--- config.mk ---
export PLATFORM = sky130hd
export DESIGN_NAME = er_frame_scheduler
export DESIGN_NICKNAME = d
export VERILOG_FILES = /design/src/rtl/er_frame_scheduler_pkg.sv /design/src/rtl/er_sat_accum.sv /design/src/rtl/er_frame_scheduler.sv
export SDC_FILE = /design/constraint.sdc
export NUM_CORES = 1
export LEC_CHECK = 0
export ABC_AREA = 1
export BUFFER_PORTS_ARGS = -buffer_cell sky130_fd_sc_hd__buf_2
export CAP_MARGIN = 20
export CORE_UTILIZATION = 55
export CTS_CLUSTER_SIZE = 25
export DETAILED_ROUTE_END_ITERATION = 16
export GPL_ROUTABILITY_DRIVEN = 0
export GPL_TIMING_DRIVEN = 1
export MAX_ROUTING_LAYER = met4
export PLACE_DENSITY = 0.79
export SKIP_CTS_REPAIR_TIMING = 1
export SYNTH_ARGS = -nofsm -noshare
export SYNTH_HDL_FRONTEND = slang
export SYNTH_HIERARCHICAL = 1
export SYNTH_SLANG_ARGS = --single-unit
--- constraint.sdc ---
create_clock -name clk -period 5.9 [get_ports clk]
set_clock_uncertainty 0.2 [all_clocks]
set_input_delay 1.18 -clock clk [delete_from_list [all_inputs] [get_ports clk]]
set_output_delay 1.18 -clock clk [all_outputs]
set_load 0.1 [all_outputs]
--- src/rtl/er_frame_scheduler_pkg.sv ---
// ----------------------------------------------------------------------------
// er_frame_scheduler_pkg
//   Shared definitions for the error-reconciliation frame scheduler:
//   - scheduler FSM state encoding
//   - default widths for per-frame leaked-info, per-frame error count and
//     block-level totals, matching the frame leaked-info / error-count widths
//     used by the AB ER datapath.
// ----------------------------------------------------------------------------
package er_frame_scheduler_pkg;

    localparam int ER_LEAK_W_DEF = 16;
    localparam int ER_ERR_W_DEF  = 12;
    localparam int ER_TOT_W_DEF  = 24;

    typedef enum logic [2:0] {
        ST_IDLE  = 3'd0,
        ST_START = 3'd1,
        ST_WAIT  = 3'd2,
        ST_ACCUM = 3'd3,
        ST_NEXT  = 3'd4,
        ST_DONE  = 3'd5
    } er_state_e;

endpackage

--- src/rtl/er_sat_accum.sv ---
// ----------------------------------------------------------------------------
// er_sat_accum
//   Saturating accumulator with synchronous clear. The addend is zero-extended
//   to the accumulator width and the sum sticks at 2^TOT_W-1.
// Ports:
//   clk, rst_n   clock, synchronous active-low reset (accumulator -> 0)
//   clr          synchronous clear (accumulator -> 0), wins over add_en
//   add_en       add add_val this cycle
//   add_val      unsigned addend, IN_W bits
//   acc          accumulated total, TOT_W bits
// ----------------------------------------------------------------------------
module er_sat_accum #(
    parameter int IN_W  = 16,
    parameter int TOT_W = 24
) (
    input  logic             clk,
    input  logic             rst_n,
    input  logic             clr,
    input  logic             add_en,
    input  logic [IN_W-1:0]  add_val,
    output logic [TOT_W-1:0] acc
);

    // One extra bit above the wider operand so the carry is never lost.
    localparam int SUM_W = ((IN_W > TOT_W) ? IN_W : TOT_W) + 1;
    localparam logic [SUM_W-1:0] MAX_VAL = SUM_W'({TOT_W{1'b1}});

    function automatic logic [TOT_W-1:0] sat_add(input logic [TOT_W-1:0] a,
                                                 input logic [IN_W-1:0]  b);
        logic [SUM_W-1:0] s;
        logic [TOT_W-1:0] r;
        s = SUM_W'(a) + SUM_W'(b);
        if (s > MAX_VAL) r = {TOT_W{1'b1}};
        else             r = s[TOT_W-1:0];
        return r;
    endfunction

    always_ff @(posedge clk) begin
        if (!rst_n || clr) acc <= '0;
        else if (add_en)   acc <= sat_add(acc, add_val);
    end

endmodule

--- src/rtl/er_frame_scheduler.sv ---
// ----------------------------------------------------------------------------
// er_frame_scheduler
//   Runs the single-frame error-reconciliation engine over every frame of a
//   sifted-key block: one frame_start pulse per frame, wait for frame_done
//   (bounded by FRAME_TIMEOUT), collect leaked-info / error-count / verify-fail
//   results, keep saturating block totals and pulse finish_all at the end.
//
// Optional build macro: ER_FRAME_RETRY_EN
//   Defined   -> a failing frame (verify fail or timeout) is re-run once with
//                the same frame_idx; adds output retry_count.
//   Undefined -> every failure counts immediately; no retry_count port.
//
// Ports:
//   clk, rst_n            clock, synchronous active-low reset (aborts a block)
//   start_switch          level; a 0->1 edge starts a block (ignored when busy)
//   frame_start/frame_idx start pulse and index of the current frame
//   frame_done            completion pulse from the engine
//   frame_param_valid     qualifies frame_leaked_info / frame_error_count
//   A_verif_fail/B_verif_fail  verification-fail strobes
//   total_leaked_info/total_error_count  saturating block totals
//   frames_passed/frames_failed          per-block frame counters
//   busy, timeout_err (sticky), finish_all (one-cycle pulse)
//   retry_count           (ER_FRAME_RETRY_EN only) retries this block
// ----------------------------------------------------------------------------
module er_frame_scheduler
    import er_frame_scheduler_pkg::*;
#(
    parameter int NUM_FRAMES    = 8,
    parameter int IDX_W         = 3,
    parameter int LEAK_W        = ER_LEAK_W_DEF,
    parameter int ERR_W         = ER_ERR_W_DEF,
    parameter int TOT_W         = ER_TOT_W_DEF,
    parameter int FRAME_TIMEOUT = 200000
) (
    input  logic              clk,
    input  logic              rst_n,
    input  logic              start_switch,
    output logic              frame_start,
    output logic [IDX_W-1:0]  frame_idx,
    input  logic              frame_done,
    input  logic              frame_param_valid,
    input  logic [LEAK_W-1:0] frame_leaked_info,
    input  logic [ERR_W-1:0]  frame_error_count,
    input  logic              A_verif_fail,
    input  logic              B_verif_fail,
    output logic [TOT_W-1:0]  total_leaked_info,
    output logic [TOT_W-1:0]  total_error_count,
    output logic [IDX_W:0]    frames_passed,
    output logic [IDX_W:0]    frames_failed,
    output logic              busy,
    output logic              timeout_err,
`ifdef ER_FRAME_RETRY_EN
    output logic [IDX_W:0]    retry_count,
`endif
    output logic              finish_all
);

    localparam int TO_W = (FRAME_TIMEOUT > 2) ? $clog2(FRAME_TIMEOUT) : 1;
    localparam logic [TO_W-1:0]  TO_LAST  = TO_W'(FRAME_TIMEOUT - 1);
    localparam logic [IDX_W-1:0] IDX_LAST = IDX_W'(NUM_FRAMES - 1);

    er_state_e         state, state_nxt;
    logic              start_q, armed, start_edge, clr_block;
    logic              valid_seen, fail_latch, frame_ok;
    logic              timeout_hit, fail_event, count_fail, retry_now;
    logic [TO_W-1:0]   tcnt;
    logic [LEAK_W-1:0] leak_q;
    logic [ERR_W-1:0]  err_q;

    // 'armed' only sets after start_switch has been seen low, so a switch
    // held high through reset cannot start a block.
    assign start_edge  = start_switch & ~start_q & armed;
    assign clr_block   = (state == ST_IDLE) && start_edge;
    assign frame_ok    = valid_seen && !fail_latch;
    // frame_done wins over an expiring timeout in the same cycle.
    assign timeout_hit = (state == ST_WAIT) && !frame_done && (tcnt == TO_LAST);
    assign fail_event  = ((state == ST_ACCUM) && !frame_ok) || timeout_hit;

`ifdef ER_FRAME_RETRY_EN
    logic retried, retry_pend, do_retry;

    assign do_retry   = fail_event && !retried;
    assign count_fail = fail_event && retried;
    assign retry_now  = retry_pend;

    always_ff @(posedge clk) begin
        if (!rst_n || clr_block) begin
            retried     <= 1'b0;
            retry_pend  <= 1'b0;
            retry_count <= '0;
        end else begin
            if (do_retry) begin
                retried     <= 1'b1;
                retry_pend  <= 1'b1;
                retry_count <= retry_count + (IDX_W+1)'(1);
            end
            // Leaving NEXT: a pending retry is consumed; otherwise the frame
            // index advances and the next frame gets its own retry.
            if (state == ST_NEXT) begin
                retry_pend <= 1'b0;
                if (!retry_pend) retried <= 1'b0;
            end
        end
    end
`else
    assign count_fail = fail_event;
    assign retry_now  = 1'b0;
`endif

    always_ff @(posedge clk) begin
        if (!rst_n) state <= ST_IDLE;
        else        state <= state_nxt;
    end

    always_comb begin
        state_nxt   = state;
        frame_start = 1'b0;
        finish_all  = 1'b0;
        busy        = (state != ST_IDLE);
        case (state)
            ST_IDLE:  if (start_edge) state_nxt = ST_START;
            ST_START: begin
                frame_start = 1'b1;
                state_nxt   = ST_WAIT;
            end
            ST_WAIT: begin
                if (frame_done)       state_nxt = ST_ACCUM;
                else if (timeout_hit) state_nxt = ST_NEXT;
            end
            ST_ACCUM: state_nxt = ST_NEXT;
            ST_NEXT: begin
                if (retry_now)             state_nxt = ST_START;
                else if (frame_idx == IDX_LAST) state_nxt = ST_DONE;
                else                       state_nxt = ST_START;
            end
            ST_DONE: begin
                finish_all = 1'b1;
                state_nxt  = ST_IDLE;
            end
            default: state_nxt = ST_IDLE;
        endcase
    end

    always_ff @(posedge clk) begin
        if (!rst_n) begin
            start_q       <= 1'b0;
            armed         <= 1'b0;
            frame_idx     <= '0;
            frames_passed <= '0;
            frames_failed <= '0;
            timeout_err   <= 1'b0;
            valid_seen    <= 1'b0;
            fail_latch    <= 1'b0;
            tcnt          <= '0;
        end else begin
            start_q <= start_switch;
            armed   <= armed | ~start_switch;
            case (state)
                ST_IDLE: if (start_edge) begin
                    frame_idx     <= '0;
                    frames_passed <= '0;
                    frames_failed <= '0;
                    timeout_err   <= 1'b0;
                end
                ST_START: begin
                    valid_seen <= 1'b0;
                    fail_latch <= 1'b0;
                    tcnt       <= '0;
                end
                ST_WAIT: begin
                    tcnt <= tcnt + TO_W'(1);
                    if (frame_param_valid)           valid_seen  <= 1'b1;
                    if (A_verif_fail | B_verif_fail) fail_latch  <= 1'b1;
                    if (timeout_hit)                 timeout_err <= 1'b1;
                end
                ST_ACCUM: if (frame_ok) frames_passed <= frames_passed + (IDX_W+1)'(1);
                ST_NEXT:  if (!retry_now && frame_idx != IDX_LAST)
                              frame_idx <= frame_idx + IDX_W'(1);
                default: ;
            endcase
            if (count_fail) frames_failed <= frames_failed + (IDX_W+1)'(1);
        end
    end

    // Per-frame result latches; cleared at START so a frame that never
    // delivers parameters contributes nothing.
    always_ff @(posedge clk) begin
        if (state == ST_START) begin
            leak_q <= '0;
            err_q  <= '0;
        end else if (state == ST_WAIT && frame_param_valid) begin
            leak_q <= frame_leaked_info;
            err_q  <= frame_error_count;
        end
    end

    // Leaked info counts whenever parameters arrived: it was disclosed on the
    // channel whether or not the frame verified.
    er_sat_accum #(.IN_W(LEAK_W), .TOT_W(TOT_W)) u_leak_acc (
        .clk     (clk),
        .rst_n   (rst_n),
        .clr     (clr_block),
        .add_en  ((state == ST_ACCUM) && valid_seen),
        .add_val (leak_q),
        .acc     (total_leaked_info)
    );

    er_sat_accum #(.IN_W(ERR_W), .TOT_W(TOT_W)) u_err_acc (
        .clk     (clk),
        .rst_n   (rst_n),
        .clr     (clr_block),
        .add_en  ((state == ST_ACCUM) && frame_ok),
        .add_val (err_q),
        .acc     (total_error_count)
    );

endmodule

==> results of run 1 <==
kinds of logic (layout without fill, tap and decap cells):
group,count (synthesis),count (layout),share of synthesized area
buffers and inverters,179,287,0.101
DFF,113,113,0.316
AOI/OAI and AO/OA,185,185,0.144
adders and majority gates,35,35,0.0632
and+or+nand+nor,577,577,0.345
xor gates and xnor gates,25,25,0.0306
where the power goes:
part	switching (W)	internal, W
Sequential	0.0000533	0.000850
Combinational	0.000402	0.000187
Clock	0.000378	0.000661
worst register-to-register path, cell delays in order, from the launching register on:
cell,delay [ps]
dfxtp_1,360
inv_2,70
nand2_1,110
nor2_2,70
nand3_2,160
inv_1,110
nor2_1,890
inv_1,310
a21oi_1,200
nand2_1,70
inv_1,70
cell usage after synthesis (3+ instances only):
library cell and instances:
a21oi_1 61, a21oi_2 12, a31o_2 3, a31oi_1 10, and2_1 3, buf_2 4, buf_4 3, buf_6 4
clkbuf_1 11, dfxtp_1 113, ha_1 33, inv_1 145, inv_2 7, nand2_1 283, nand2_2 11, nand2_4 5
nand3_1 67, nand3_2 3, nand3b_1 4, nand4_1 9, nor2_1 159, nor2_2 8, nor2_4 3, nor3_1 17
o21ai_0 73, o21ai_1 13, o21bai_1 4, xnor2_1 18, xor2_1 7
per-stage QoR:
| step | hold slack, ps | instances | total power (W) | setup slack, ps | utilization |
|---|---|---|---|---|---|
| 5_1_grt | 281 | 1394 | 0.00265 | 2730 | 0.659 |
| 3_5_place_dp | 255 | 1362 | 0.00150 | 2500 | 0.612 |
| 6_report | 265 | 1394 | 0.00253 | 2840 | 0.659 |
| 4_1_cts | 264 | 1394 | 0.00254 | 2940 | 0.659 |
| 2_1_floorplan | 244 | 1114 | 0.00138 | 2020 | - |
| 3_3_place_gp | 253 | 1362 | 0.00149 | 2610 | 0.612 |
worst min path at each step:
stage,endpoint,slack [ps],cells after the start
final,valid_seen$_SDFFE_PN0P_,260,2
after CTS,valid_seen$_SDFFE_PN0P_,260,2
after global placement,valid_seen$_SDFFE_PN0P_,250,2
after floorplan,valid_seen$_SDFFE_PN0P_,240,2
after detailed placement,valid_seen$_SDFFE_PN0P_,260,2
after global routing,valid_seen$_SDFFE_PN0P_,280,2
cell type report:
type | count | area (µm²) | share of cell area
multi-input cells | 822 | 4180 | 0.501
inverters | 155 | 587 | 0.0703
clock buffers | 18 | 429 | 0.0514
clock inverters | 14 | 163 | 0.0195
repair buffers | 100 | 508 | 0.0609
well taps | 172 | 215 | 0.0258
flip-flops and latches | 113 | 2260 | 0.271
metal layers:
metal,track usage,wire [µm],vias to the layer above
met5,-,0,-
met4,0.0744,189,0
met3,0.0592,1100,13
met2,0.443,7990,211
met1,0.363,8480,3267
li1,-,-,3756
sequential cells by signal, indices dropped and copies added, names as in the netlist, 3 cells and up:
| signal | cells |
|---|---|
| u_leak_acc/acc | 24 |
| leak_q | 16 |
| tcnt | 18 |
| state | 3 |
| frames_passed | 4 |
| u_err_acc/acc | 24 |
| frames_failed | 4 |
| err_q | 12 |
| frame_idx | 3 |
==> out/results.txt, run 1 <==
Counting every instance in the synthesized netlist gives 1114. For this block, the via count after detailed routing is 7247. Category of the worst setup path capture point: a flop.

The tools report the number of antenna violations at the first check in global routing as 0. The tree built by TritonCTS fans out to 113 sinks. Summed over all nets, the half-perimeter wirelength after detailed placement is 12800 µm. The floorplan core area was 12700 µm².

The final critical delay including setup and external delays came out at 3060 ps. The slowest cell on the critical path was nor2_1. After detailed routing, the number of remaining DRC violations is 0. For this run the aggregate overflow at the end of global routing stands at 0. Setup repair after global routing left no endpoint under its margin. The filler cells instantiated in the layout total 1178. The critical path class is input port to flop. Walking the worst path, the cells encountered are buf_2 -> inv_1 -> nor2_1 -> nand3_2 -> inv_1 -> nor2_1 -> inv_1 -> a21oi_1 -> nand2_1 -> inv_1. The count of TritonRoute iterations in the first routing pass came out at 5. The number of placed I/O pins was 98. For the number of nets in the finished design, the log shows 1279.

The maximum vdd drop was 0.000238 V; the flop and latch count out of synthesis was 113. The proportion of register bits with asynchronous set or reset after synthesis was 0; the overall die area was 13500 µm². Dividing the detail-routed wire length by the instance count gives 12.7 µm. The via count of the first global-routing pass is 6330.

The actual slew at the worst max-slew pin came out at 1150 ps. The standard-cell row count was 41; the largest net degree at the start of global routing was 38. The share of cells above drive strength 1 is 0.156, and the total routing resource utilization after global routing is 0.280. Along the worst path, the maximum fanout reaches 19. The tools report the final number of hold-violating endpoints as 0. The number of buffers and inverters on the critical path is 5. Worst reg2reg path startpoint: state[0]$_SDFFE_PN0P_.

The post-place instance area was 7750 µm². At the later pin of the worst-skew pair, clock insertion delay measures 420 ps. After detailed routing, the number of vias per cell comes to 5.20. After clock tree synthesis, the clock-pin slew on the worst setup and hold paths is 50 ps.

Clock root buffer master: clkbuf_16. The run finished with clean final reports. The worst max-slew margin expressed relative to the limit was 0.229; the starting utilization of the core area was 0.566. Input and output buffers added on the ports amount to 97.

Most common library cell in the layout ignoring fill and taps: nand2_1. Grouping stages by cell kind, the critical path spends the most delay in simple AND/OR/NAND/NOR gates. The critical path ends at u_err_acc/acc[23]$_SDFFE_PP0P_. For the worst setup path, the data required time is 6060 ps. No sink is reached through more buffers than the 2 on the longest clock path.

Path type of the worst min-delay path: flop to flop. Clock tree synthesis inserted a total of 17 buffers. Sorting the synthesized cells by area gives the leading types as dfxtp_1 (32%), nand2_1 (15%), nor2_1 (8.3%).

The repair_antennas step left the layout with diodes totalling 0. Counting stages on the worst path, the most repeated cell is inv_1. Relative to the synthesized area, the layout overhead comes to 16.4%.

The biggest area contributor in the post-synthesis netlist is dfxtp_1. The total stage count of the critical path was 10; the worst-case reg-to-reg path depth was 10. Setup slack on the worst reg-to-reg path comes out at 3220 ps. The tools report the total number of yosys warnings as 6. The portion of the clock cycle consumed by the worst path in the final layout was 0.519. For this block, the initial DRC count from the detailed router was 556. The die outline height is 116 µm.

Number of flops mapped to enable cells by yosys: 0. TritonCTS built the clock tree. The netlist area before placement came out at 7170 µm².

Tracing the worst setup path back leads to its startpoint at start_switch. The worst hold path begins at valid_seen$_SDFFE_PN0P_. Wires add up to 17800 µm. The total leakage power was 4.16 nW; the max-slew violation count was 0.

After routing the design area is 8340 µm². Based on the critical path, the design can be clocked at up to 0.327 GHz. The endpoint identified for the worst register-to-register timing path is u_err_acc/acc[23]$_SDFFE_PP0P_. The dominant synthesized flop cell is dfxtp_1. Once detail routing completed, the nets flagged for antenna violations numbered 0. In this run the power density over the cells is 303 nW/µm². The H-tree generated during clock tree synthesis spans 4 levels. The first global-routing pass estimated 28700 µm of wire. The run gives 0 as the final setup violation count.

The tool flagged a number of max-cap violations equal to 0. For the arrival time at the worst endpoint, the log shows 3220 ps. The top-area cell type share of the netlist area came out at 0.316. In this design, the stage delay of the slowest critical-path cell is 890 ps.

Number of distinct library cells after synthesis: 45. The worst setup path is launched from an input port. The average instance in the mapped netlist occupies 6.43 µm². The total nets after synthesis is 1184, and the die boundary width is 116 µm. The sequential cell area fraction in the yosys report was 0.316.

In the layout the commonest cells are nand2_1 (283), nor2_1 (158), inv_1 (145). The post-route setup TNS was 0 ps.
(Power assumes the default switching activity.)
==> run 2, diff against run 1 <==
- clock period: 5.9 -> 3.2 ns (I/O delays scaled with it)
==> out/results.txt, run 2 (synthesis gave the netlist of run 1 again) <==
The tools report the max-slew violation count as 0 (unchanged). The iteration-0 DRC count of the detailed router was 574 (+3.2%). Wire length per cell: 13.0 µm (+1.9%). Final setup violation count: 0 (unchanged). The number of nets in the finished design is 1282 (+0.23%), and the areal power density over the cells is 567 nW/µm² (+87%). The tools report the fraction of met3 tracks used by global routing as 0.0633 (+0.00415). Most common library cell in the layout ignoring fill and taps: nand2_1.

The standard-cell row count is 41 (unchanged). The maximum net fanout on the critical path works out to 18 (-1). The post-detailed-routing wire length was 18100 µm (+2.1%). The overall die area is 13500 µm² (unchanged). In this run the clock root is driven by a clkbuf_16. The worst max-slew margin expressed relative to the limit is 0.586 (+0.357), and the arrival time at the worst endpoint is 2590 ps (-630 ps). The clock edge transition at the registers on the reported setup and hold paths was 60 ps (about the same). The number of diodes added for antenna fixing was 0 (unchanged); the final critical delay including setup and external delays was 2430 ps.

The logs give 0.468 (+0.0250) for the met2 usage in global routing and 420 ps (about the same) for the insertion delay of the later-clocked pin in the worst-skew pair. The highest clock frequency the design can meet is 0.412 GHz. Total overflow reported by the global router: 0 (unchanged).

The overall power consumption came out at 0.00477 W (+88%). The remaining routing DRC violations came out at 0 (unchanged). The starting utilization of the core area came out at 0.566 (unchanged).

The portion of the clock cycle consumed by the worst path in the final layout is 0.759, and the maximum vdd drop is 0.000523 V (+120%). The tools report the total routing resource utilization after global routing as 0.298 (+0.0175). The total leakage power is 4.19 nW (+0.71%). The worst setup path is captured at a flop.

In the layout the commonest cells are nand2_1 (283), nor2_1 (158), inv_1 (145). The tools report the count of TritonRoute iterations in the first routing pass as 5 (unchanged). Setup repair after global routing left no endpoint under its margin. The total of buffers placed on input and output ports was 97 (unchanged).

Met1 capacity usage during global routing: 0.385 (+0.0211). Detail-routed via count per cell: 5.26 (+1.2%). The worst setup path is launched from a flop. The die outline height came out at 116 µm (unchanged). The die boundary width works out to 116 µm (unchanged). The antenna violation net count after detailed routing was 0 (unchanged).

The run gives 7790 µm² (+0.55%) as the post-place instance area. The flow ran to the end, and the final reports show no timing, DRC or antenna violations. The via count of the first global-routing pass came out at 6614 (+4.5%). The number of antenna violations at the first check in global routing was 0 (unchanged). The signal on the critical path passes through ha_1 -> inv_1 -> fa_1 -> nor2_4 -> nor2_2 -> o21ai_2 -> nand2_2 -> nand2_4 -> nand3_4 -> inv_1 -> nor2_1 -> nor2_1. The tools report the wire length of the first global-routing pass as 30500 µm (+6.3%).

Largest stage delay on the critical path: 440 ps (-450 ps). For the number of buffers inserted during clock tree synthesis, the log shows 17 (unchanged). The logs give 0 (unchanged) for the final number of hold-violating endpoints and 7353 (+1.5%) for the via total after detailed routing.

For the number of placed I/O pins, the log shows 98 (unchanged). By startpoint and endpoint, the worst setup path is classified as flop to flop. TritonCTS built the clock tree. The number of max-capacitance violations reported is 0 (unchanged). The logs give 113 (unchanged) for the CTS sink count and 12700 µm² (unchanged) for the floorplan core area.

Among all stages on the critical path, the largest delay is contributed by fa_1. The largest registers in the layout are u_err_acc/acc: 24 flops, u_leak_acc/acc: 24 flops, tcnt: 18 flops. The logs give 2260 µm² (unchanged) for the area taken by flip-flops and latches and 1147 (-2.6%) for the number of fill cells. Relative to the synthesized area, the layout overhead comes to 17.4%. In this run the worst hold path is classified as input port to flop.

The share of cells above drive strength 1 came out at 0.159 (+0.00288). The logs give 38 (unchanged) for the largest net degree at the start of global routing and 2 (unchanged) for the deepest clock path buffer count. The final HPWL from detailed placement is 13300 µm (+3.8%). The most crowded layer after global routing is met2. The area taken by multi-input logic gates was 4190 µm² (+0.12%); the actual slew at the worst max-slew pin was 618 ps (-534 ps). The logs give 0 ps (unchanged) for the post-route setup TNS and 3360 ps (-2700 ps) for the data required time at the worst endpoint.

The maximum level of the CTS H-tree is 4 (unchanged), and the cell area after layout is 8410 µm² (+0.81%).
-- run 2: cell count changes in the layout (fill, tap and decap cells not counted), sizes merged --
cell,delta
bufinv,+1
inv,-1
buf,+3
-- run 2: power breakdown --
part	total, W	switching (W)	internal [W]	leakage (nW)
clock	0.00198	0.000687	0.00130	0.292
combinational	0.00111	0.000754	0.000359	2.98
sequential	0.00167	0.000104	0.00157	0.918
-- run 2: final timing paths --
check / from / to / slack (ps) / cells past startpoint
min reg2reg: valid_seen$_SDFFE_PN0P_ / valid_seen$_SDFFE_PN0P_ / 270 / 2
max: err_q[0]$_SDFFE_PP0P_ / u_err_acc/acc[17]$_SDFFE_PP0P_ / 770 / 12
max reg2reg: err_q[0]$_SDFFE_PP0P_ / u_err_acc/acc[17]$_SDFFE_PP0P_ / 770 / 12
min: start_switch / start_q$_SDFF_PN0_ / 220 / 3
-- run 2: final cells by class --
| class | count | area share |
|---|---|---|
| multi-input combinational | 822 | 0.498 |
| sequential | 113 | 0.269 |
| inverter | 155 | 0.0698 |
| timing repair buffer | 103 | 0.0649 |
| clock buffer | 18 | 0.0510 |
| tap | 172 | 0.0256 |
| clock inverter | 14 | 0.0223 |
-- run 2: metal layers --
layer / vias up / part of all wire
met5: - / 0
met4: 0 / 0.015
met3: 24 / 0.061
met2: 228 / 0.46
met1: 3335 / 0.47
li1: 3766 / -
-- run 2: worst max-delay path: cells and delay by family, from the launching register on --
kind                     cells  cell delay (ps)
flip-flops                   1              340
adder cells (fa/ha/maj)      2              630
AND/OR/NAND/NOR              7              810
buffers and inverters        2              210
AO/OA/AOI/OAI                1              180
-- run 2: metrics by stage --
| step | hold WS (ps) | utilization | instances | worst slack, ps |
|---|---|---|---|---|
| 4_1_cts | 216 | 0.664 | 1397 | 767 |
| 5_1_grt | 234 | 0.664 | 1397 | 566 |
| 2_1_floorplan | 244 | - | 1114 | 300 |
| 3_3_place_gp | 256 | 0.615 | 1365 | 883 |
| 6_report | 225 | 0.664 | 1397 | 773 |
| 3_5_place_dp | 261 | 0.615 | 1365 | 789 |
==> run 3, diff against run 2 <==
- clock period: 3.2 -> 2.4 ns (I/O delays scaled with it)
==> out/results.txt, run 3 (synthesis gave the netlist of run 1 again) <==
Number of antenna violations at the first check in global routing: 0 (unchanged). The total overflow reported by the global router is 0 (unchanged), and the worst hold path depth is 3 (unchanged). The critical path class was flop to output port. For the final number of hold-violating endpoints, the log shows 0 (unchanged). The share of cells above drive strength 1 is 0.193 (+0.0342). The tools report the data required time at the worst endpoint as 1720 ps (-1640 ps). Leaving out fill and tap cells, the most frequent cell in the layout is nand2_1. Die boundary width: 116 µm (unchanged). The worst-case setup margin in the final layout came out at 81.4 ps (-691 ps). The actual slew at the worst max-slew pin is 785 ps (+166 ps), and the floorplan core area is 12700 µm² (unchanged). The final HPWL from detailed placement came out at 13500 µm (+1.8%). The max-slew violation count was 0 (unchanged).

The starting utilization of the core area was 0.566 (unchanged); the insertion delay of the later-clocked pin in the worst-skew pair was 420 ps (about the same). The total leakage power was 4.24 nW (+1.2%); the number of buffers inserted during clock tree synthesis was 17 (unchanged). The part of the power in registers is 0.355 (+0.004).

The path with the worst hold slack has its endpoint at start_q$_SDFF_PN0_. The iteration-0 DRC count of the detailed router is 608 (+5.9%). For the switching power summed over all nets, the log shows 0.00206 W (+33%). The wire length of the first global-routing pass came out at 30400 µm (-0.32%). STA classifies the critical path startpoint as a flop.

The tools report the count of TritonRoute iterations in the first routing pass as 5 (unchanged). The wire length per cell was 13.3 µm (+2.3%); the maximum net fanout on the critical path was 8 (-10). The cell-internal power was 0.00422 W (+31%). The highest clock frequency the design can meet is 0.431 GHz.

Areal power density over the cells: 735 nW/µm² (+30%). The deepest clock path buffer count was 2 (unchanged). The run gives 0 (unchanged) as the antenna violation net count after detailed routing. TritonCTS built the clock tree.

The overall power consumption is 0.00628 W (+32%). The tools report the remaining routing DRC violations as 0 (unchanged). The run gives 0 (unchanged) as the final setup violation count.

The capturing point of the worst reg2reg path is u_err_acc/acc[9]$_SDFFE_PP0P_. The root buffer cell chosen for the clock tree is clkbuf_16. The library cells used most frequently in the layout, excluding fill and tap cells, are nand2_1 (282), nor2_1 (158), inv_1 (145).

Arrival time at the worst endpoint: 1640 ps (-950 ps). STA classifies the critical path endpoint as an output port. The fraction of power spent switching nets is 0.328 (+0.00389). The logs give 57.6 ps (-167 ps) for the smallest hold slack and 113 (unchanged) for the CTS sink count. The tightest min-delay check is of the input port to flop type. After layout, the minimum clock period comes to 2320 ps. The setup slack of the worst register-to-register path came out at 140 ps (-630 ps). The part of the total power dissipated in the clock network was 0.403 (-0.013); the worst-case reg-to-reg path depth was 10 (-2). Relative to the synthesized area, the layout overhead comes to 19.2%. The launch instance of the worst min-delay path is start_switch. The maximum level of the CTS H-tree is 4 (unchanged), and the largest net degree at the start of global routing is 29 (-24%). The largest registers in the layout are u_err_acc/acc: 24 flops, u_leak_acc/acc: 24 flops, tcnt: 18 flops. The flow ran to the end, and the final reports show no timing, DRC or antenna violations. Number of nets in the finished design: 1293 (+0.86%). The tools report the combinational cell fraction of total power as 0.242 (+0.009).

The tools report the worst max-slew margin expressed relative to the limit as 0.473 (-0.113). The tools report the share of the core filled with cells as 0.674 (+0.0105). The post-placement setup slack was 12.8 ps (-776 ps); the number of diodes added for antenna fixing was 0 (unchanged).

Die outline height: 116 µm (unchanged). The portion of the clock cycle consumed by the worst path in the final layout is 0.966, and the total routing resource utilization after global routing is 0.296 (-0.00145). The standard-cell row count was 41 (unchanged); the clock edge transition at the registers on the reported setup and hold paths was 60 ps (about the same).

The tools report the maximum vdd drop as 0.000714 V (+36%). Setup repair after global routing could not meet its margin everywhere. The number of max-capacitance violations reported was 0 (unchanged).

The worst register-to-register path begins at err_q[0]$_SDFFE_PP0P_. The detail-routed via count per cell was 5.24 (-0.47%); the via total after detailed routing was 7376 (+0.31%). The total of buffers placed on input and output ports was 97 (unchanged). The number of placed I/O pins is 98 (unchanged). The tools report the post-detailed-routing wire length as 18700 µm (+3.1%). The run gives 13500 µm² (unchanged) as the overall die area. The via count of the first global-routing pass is 6669 (+0.83%).
run 3: cell count changes in the layout (fill, tap and decap cells not counted), moves of 2 or more:
cell       previous run  this run
buf_4                 6        16
bufinv_16             4         2
clkbuf_8              0         4
dfxtp_1             113        85
dfxtp_2               0        25
dfxtp_4               0         3
fa_1                  2         0
fa_2                  0         2
ha_1                 33        31
ha_2                  0         2
run 3: worst max path at each step:
stage / start / endpoint / slack [ps] / cells after the start
2_1_floorplan: u_leak_acc/acc[1]$_SDFFE_PP0P_ / u_leak_acc/acc[12]$_SDFFE_PP0P_ / 4 / 14
3_3_place_gp: err_q[0]$_SDFFE_PP0P_ / u_err_acc/acc[19]$_SDFFE_PP0P_ / 80 / 12
3_5_place_dp: err_q[0]$_SDFFE_PP0P_ / u_err_acc/acc[23]$_SDFFE_PP0P_ / 10 / 12
4_1_cts: err_q[0]$_SDFFE_PP0P_ / u_err_acc/acc[23]$_SDFFE_PP0P_ / -20 / 12
5_1_grt: err_q[0]$_SDFFE_PP0P_ / u_err_acc/acc[13]$_SDFFE_PP0P_ / 10 / 12
6_report: state[2]$_SDFFE_PN0P_ / frame_start / 80 / 4
run 3: area by class of cell:
type	instances	area, µm²
repair buffers	113	621
flip-flops and latches	113	2300
fillers	1147	4130
multi-input cells	823	4220
clock buffers	23	488
inverters	155	589
well taps	172	215
clock inverters	9	106
run 3: per-stage QoR:
step / area, µm² / std cells / TNS (ps)
2_1_floorplan: 7210 / 1114 / 0
3_3_place_gp: 7910 / 1374 / 0
3_5_place_dp: 7910 / 1374 / 0
4_1_cts: 8500 / 1406 / -44.6
5_1_grt: 8540 / 1408 / 0
6_report: 8540 / 1408 / 0
run 3: power groups by stage:
stage / sequential (W) / clock [W] / combinational, W
after CTS: 0.00222 / 0.00255 / 0.00150
after floorplan: 0.00231 / 0 / 0.00109
after global placement: 0.00225 / 0 / 0.00147
after global routing: 0.00225 / 0.00264 / 0.00170
final: 0.00223 / 0.00253 / 0.00152
after detailed placement: 0.00225 / 0 / 0.00148
run 3: layer usage:
layer | GRT usage | vias to the layer above | part of all wire
met1 | 0.380 | 3331 | 0.47
met2 | 0.467 | 235 | 0.44
met4 | 0.0957 | 0 | 0.014
met3 | 0.0597 | 23 | 0.072
met5 | - | - | 0
li1 | - | 3787 | -
run 3: worst max-delay path, cell delays in order, from the launching register on:
cell	delay [ps]
dfxtp_1	350
inv_1	120
nand3_1	300
inv_1	240
buf_12	200
